`src/rtl/aes_pkg.sv`:
```
// Shared Rijndael state geometry: legal column counts, row shift offsets and
// byte positions within a column-major state vector (S(0,0) in the MSB).
package aes_pkg;

    localparam int unsigned ROWS   = 4;
    localparam int unsigned BYTE_W = 8;
    localparam int unsigned COL_W  = ROWS * BYTE_W;

    // Legal NB values, one 4-bit entry each.
    localparam int unsigned NB_LEGAL_N = 3;
    localparam logic [NB_LEGAL_N-1:0][3:0] NB_LEGAL = {4'd8, 4'd6, 4'd4};

    function automatic bit nb_is_legal(input int unsigned nb);
        bit ok;
        ok = 1'b0;
        for (int i = 0; i < int'(NB_LEGAL_N); i++) begin
            if (32'(NB_LEGAL[i]) == nb) ok = 1'b1;
        end
        return ok;
    endfunction

    function automatic int unsigned data_w(input int unsigned nb);
        return COL_W * nb;
    endfunction

    // Row shift offset C(r); 256-bit blocks use the wider 0,1,3,4 pattern.
    function automatic int unsigned shift_ofs(input int unsigned nb, input int unsigned r);
        int unsigned ofs;
        case (r)
            0:       ofs = 0;
            1:       ofs = 1;
            2:       ofs = (nb == 8) ? 3 : 2;
            default: ofs = (nb == 8) ? 4 : 3;
        endcase
        return ofs;
    endfunction

    function automatic int unsigned byte_idx(input int unsigned nb, input int unsigned r,
                                             input int unsigned c);
        return data_w(nb) - BYTE_W - BYTE_W * (ROWS * c + r);
    endfunction

endpackage

```
`src/rtl/shift_rows_perm.sv`:
```
// Combinational ShiftRows / InvShiftRows byte permutation; pure wiring
// steered per beat by inv_i.
module shift_rows_perm
    import aes_pkg::*;
#(
    parameter int unsigned NB = 4,
    localparam int unsigned W = data_w(NB)
) (
    input  logic [W-1:0] data_i,
    input  logic         inv_i,
    output logic [W-1:0] data_o
);

    for (genvar r = 0; r < int'(ROWS); r++) begin : g_row
        for (genvar c = 0; c < int'(NB); c++) begin : g_col
            localparam int unsigned OFS   = shift_ofs(NB, r);
            localparam int unsigned SRC_F = (c + OFS) % NB;
            localparam int unsigned SRC_I = (c + NB - OFS) % NB;

            assign data_o[byte_idx(NB, r, c) +: BYTE_W] = inv_i
                ? data_i[byte_idx(NB, r, SRC_I) +: BYTE_W]
                : data_i[byte_idx(NB, r, SRC_F) +: BYTE_W];
        end
    end

endmodule

```
`src/rtl/shift_rows_pipe.sv`:
```
// Elastic STAGES-deep ShiftRows/InvShiftRows stage with valid/ready
// back-pressure and a sideband tag travelling alongside each beat.
module shift_rows_pipe
    import aes_pkg::*;
#(
    parameter int unsigned NB     = 4,
    parameter int unsigned STAGES = 1,
    parameter int unsigned TAG_W  = 4,
    localparam int unsigned W     = data_w(NB)
) (
    input  logic             clk,
    input  logic             rst,
    input  logic             in_valid,
    output logic             in_ready,
    input  logic [W-1:0]     in_data,
    input  logic             in_inv,
    input  logic [TAG_W-1:0] in_tag,
    output logic             out_valid,
    input  logic             out_ready,
    output logic [W-1:0]     out_data,
    output logic [TAG_W-1:0] out_tag
);

    if (!nb_is_legal(NB)) begin : g_bad_nb
        $error("shift_rows_pipe: NB must be 4, 6 or 8");
    end
    if (STAGES < 1 || STAGES > 4) begin : g_bad_stages
        $error("shift_rows_pipe: STAGES must be 1..4");
    end
    if (TAG_W < 1) begin : g_bad_tag
        $error("shift_rows_pipe: TAG_W must be at least 1");
    end

    logic [W-1:0]                   perm_data;
    logic [STAGES-1:0]              vld;
    logic [STAGES-1:0][W-1:0]       dat;
    logic [STAGES-1:0][TAG_W-1:0]   tag;
    logic [STAGES-1:0]              up_vld;
    logic [STAGES-1:0][W-1:0]       up_dat;
    logic [STAGES-1:0][TAG_W-1:0]   up_tag;
    logic [STAGES:0]                rdy_c;

    shift_rows_perm #(.NB(NB)) u_perm (
        .data_i (in_data),
        .inv_i  (in_inv),
        .data_o (perm_data)
    );

    // Ready ripples back from the sink: a slot accepts if empty or draining.
    always_comb begin
        rdy_c         = '0;
        rdy_c[STAGES] = out_ready;
        for (int k = int'(STAGES) - 1; k >= 0; k--) begin
            rdy_c[k] = ~vld[k] | rdy_c[k+1];
        end
    end

    for (genvar k = 0; k < int'(STAGES); k++) begin : g_stage
        if (k == 0) begin : g_head
            assign up_vld[k] = in_valid;
            assign up_dat[k] = perm_data;
            assign up_tag[k] = in_tag;
        end else begin : g_body
            assign up_vld[k] = vld[k-1];
            assign up_dat[k] = dat[k-1];
            assign up_tag[k] = tag[k-1];
        end

        logic             v_q;
        logic [W-1:0]     d_q;
        logic [TAG_W-1:0] t_q;

        always_ff @(posedge clk) begin
            if (rst) begin
                v_q <= 1'b0;
                d_q <= '0;
                t_q <= '0;
            end else if (rdy_c[k]) begin
                v_q <= up_vld[k];
                if (up_vld[k]) begin
                    d_q <= up_dat[k];
                    t_q <= up_tag[k];
                end
            end
        end

        assign vld[k] = v_q;
        assign dat[k] = d_q;
        assign tag[k] = t_q;
    end

    assign in_ready  = rdy_c[0];
    assign out_valid = vld[STAGES-1];
    assign out_data  = dat[STAGES-1];
    assign out_tag   = tag[STAGES-1];

endmodule

```
`config.mk`:
```
export PLATFORM = sky130hd
export DESIGN_NAME = shift_rows_pipe
export DESIGN_NICKNAME = d
export VERILOG_FILES = /design/src/rtl/aes_pkg.sv /design/src/rtl/shift_rows_perm.sv /design/src/rtl/shift_rows_pipe.sv
export SDC_FILE = /design/constraint.sdc
export NUM_CORES = 1
export LEC_CHECK = 0
export BUFFER_PORTS_ARGS = -buffer_cell sky130_fd_sc_hd__buf_2
export CAP_MARGIN = 20
export CORE_ASPECT_RATIO = 0.7
export CORE_UTILIZATION = 46
export DETAILED_ROUTE_END_ITERATION = 8
export GPL_TIMING_DRIVEN = 1
export PLACE_DENSITY = 0.87
export SKIP_CTS_REPAIR_TIMING = 1
export SYNTH_ARGS = -nofsm -noshare
export SYNTH_HDL_FRONTEND = slang
export SYNTH_SLANG_ARGS = --single-unit
export TNS_END_PERCENT = 1
```
`constraint.sdc`:
```
create_clock -name clk -period 1.25 [get_ports clk]
set_input_delay 0.25 -clock clk [delete_from_list [all_inputs] [get_ports clk]]
set_output_delay 0.25 -clock clk [all_outputs]
set_load 0.05 [all_outputs]
```
==> results.md <==
- Final Util: 0.684
- Row count: 33
- Worst setup SP type: flop
- Final Cycle Share: 1.06
- Final ANT Viol Nets: 0
- Die Wd: 135 um
- Die Y: between 90 and 100 um
- Skew-Pair Late Insertion Delay: ~0.4 ns
- Metal-1 WL: slightly below 7000 um
- Vias in the first global route: approximately 4700
- Syn_area_per_cell: 10.7 um^2
- Commonest cells in the netlist: dfxtp_1 (133), nand3_1 (68), a21oi_1 (64), mux2i_1 (64), o2bb2ai_1 (64)
- Worst setup EP type: output pin
- Synth area leader: dfxtp_1
- Clock skew: around 0.011 ns
- TritonCTS clock tree: done
- Worst EP required: 1.00 ns
- First-pass GRT wire length: between 20000 and 25000 um
- Slowest cell delay on critical path: 0.35 ns
- Synth Register Bits: between 100 and 150
- Final setup margin: -0.0753 ns
- Design Area, Final: 8110 um^2
- Design Power: approximately 12 mW
- CP Capture Point: in_ready
- CTS sink cnt: ~130
- Placement Cell Area: between 7000 and 8000 um^2
- Final wirelength: approximately 16000 um
- Slew @ Worst Pin: approximately 0.31 ns
- CP Class: flop to output pin
- RSZ-0062 raised after global routing: true
- Initial Utilization: 0.477
- H-Tree Level Count: 4
- Top Metal Used: met4
- Pwr dens: roughly 1500 nW/um^2
- DRT iter0 DRCs: roughly 190
- Post-detail-place hpwl: ~11000 um
- Syn Inst Count: ~530
- Number of I/O port buffers: 270
- Clock root buffer: clkbuf_16
- Mapped Nets: about 670
- Reg2Reg Depth: 4
- Tot GR Track Use: 0.229
- Met2 WL: 7630 um
- Clock Path Buffers: 2
- WHS: roughly 0.11 ns
- Primary FF master, synth: dfxtp_1
- Count of final setup violators: 2
- Synth Warn #: 0
- Num CTS Buffers: 17
- # IOs: between 200 and 300
- Ant. Diodes: 0
- Residual DRC: 0
- Met3 routed WL: roughly 840 um
- Synth async-reset ratio: 0
- Drt first pass iters: 4
- Most frequent cell after synthesis: dfxtp_1
- Mapped cell area: roughly 5700 um^2
- Post-route minimum period: 1.33 ns
- EDFF count, synth: 0
- Synth top area share: 0.471
- Fin nets: 912
- Routability cong.: ~0.80
- Max IR drop VDD: just under 0.0009 V
- Worst-path maximum fanout: 7
- Via count: just over 5000
- Initial antenna violation count: 0
- Non-Filler Instances: around 950
- Remaining global-route overflow: 0
- Setup slack, reg-to-reg: 0.04 ns
- CP max stage cell: dfxtp_4
- Filler cells: slightly above 900
- Number of hold violations in the final report: 0
- DP Cell Count: around 900
- Die ar.: 12800 um^2
- Slew Viols, Final: 0
- Routed vias/inst: 5.34
- Leak: about 3.7 nW
- Failing checks: negative setup slack
- CP cell instances: nand2b_4, buf_8
- Relative slew slack: 0.791
- Layout cells sized above 1: 0.444
- CP Launch Point: out_valid
- Status: finished with violations
- R2r endpoint: out_data[40]
- Max-cap viol count: 0
- Synth top area cells: dfxtp_1 (47%), mux2i_1 (11%), o2bb2ai_1 (9.9%)
- Area growth syn-to-layout: 43.4%
- DR WL/cell: 16.6 um
- Reg2Reg Launch Point: out_valid
- Clock transition at path regs: approximately 0.06 ns
- Unique masters post-synth: 17
- Crit path buffers/inverters: 1
- Critical path data arrival time: roughly 1.1 ns
- HP Class: input pin to flop
- Sequential share of the synthesized area: 0.471
- Core area: around 12000 um^2
- Largest net degree at the start of global routing: between 80 and 90
- Worst path depth: 2
- Largest delay share family, worst path: flip-flops
- Fmax: between 700 and 800 MHz
state kept, by name (all words and copies together) (netlist names):
register,count
out_valid,1
out_tag,4
out_data,128
cells by family (layout without fill, tap and decap cells):
kind of cell           count (synthesis)  after routing  synth area share
flip-flops                           133            133             0.471
AO/OA/AOI/OAI                        202            202             0.287
multiplexers                          64             64             0.113
buffers and inverters                 60            319            0.0655
AND/OR/NAND/NOR                       70             70            0.0639
per-layer routing:
layer | vias to the layer above | GRT usage
met5 | - | 0
met4 | 0 | 0.0787
met3 | 22 | 0.0633
met2 | 175 | 0.362
met1 | 2384 | 0.302
li1 | 2461 | -
cell usage in the layout (no fill, tap or decap):
master      count
buf_6          13
a21oi_2         8
clkbuf_1        3
buf_12         10
dfxtp_2         1
buf_2         135
clkinvlp_4      2
clkinv_4        4
bufinv_16       4
a21bo_1        45
nand3b_1        1
clkinv_2        2
a21bo_2        23
a21oi_4         1
o2bb2ai_1      64
nand2b_4        1
inv_1           1
dfxtp_1       131
a21oi_1        61
clkbuf_16      17
dfxtp_4         1
buf_4          79
mux2i_1        64
buf_8           1
clkbuf_4       48
nand3_1        68
area by class of cell:
class | count | area [um^2] | area share
Clock inverter | 12 | 180 | 0.0222
Clock buffer | 20 | 437 | 0.0538
Timing Repair Buffer | 286 | 1990 | 0.245
Tap cell | 157 | 196 | 0.0242
Multi-Input combinational cell | 336 | 2640 | 0.325
Inverter | 1 | 3.75 | 0.000463
Sequential cell | 133 | 2670 | 0.329
worst min path at each step:
stage	startpoint	end	slack, ns	depth (start not counted)
after floorplan	in_data[120]	out_data[120]	0.40	2
after global placement	out_data[87]	out_data[87]	0.44	1
after detailed placement	out_data[35]	out_data[35]	0.44	1
after CTS	in_data[121]	out_data[121]	0.09	3
after global routing	in_tag[3]	out_tag[3]	0.10	3
final	in_data[120]	out_data[120]	0.11	3
through the flow:
step | TNS (ns) | worst slack [ns]
final | -0.0924 | -0.0753
after global placement | 0 | 0.00794
after detailed placement | -0.347 | -0.0314
after floorplan | -0.0204 | -0.00423
after CTS | -2.15 | -0.226
after global routing | -0.785 | -0.119
worst min-delay path, cell delays in order:
cell and delay, ns:
buf_2 0.10, nand3_1 0.06, a21oi_1 0.05
report_power, final:
group          internal, mW  switching (mW)
Sequential             4.52           0.160
Combinational         0.906            1.66
Clock                  3.34            1.81
Total                  8.77            3.63
(Power assumes the default switching activity.)
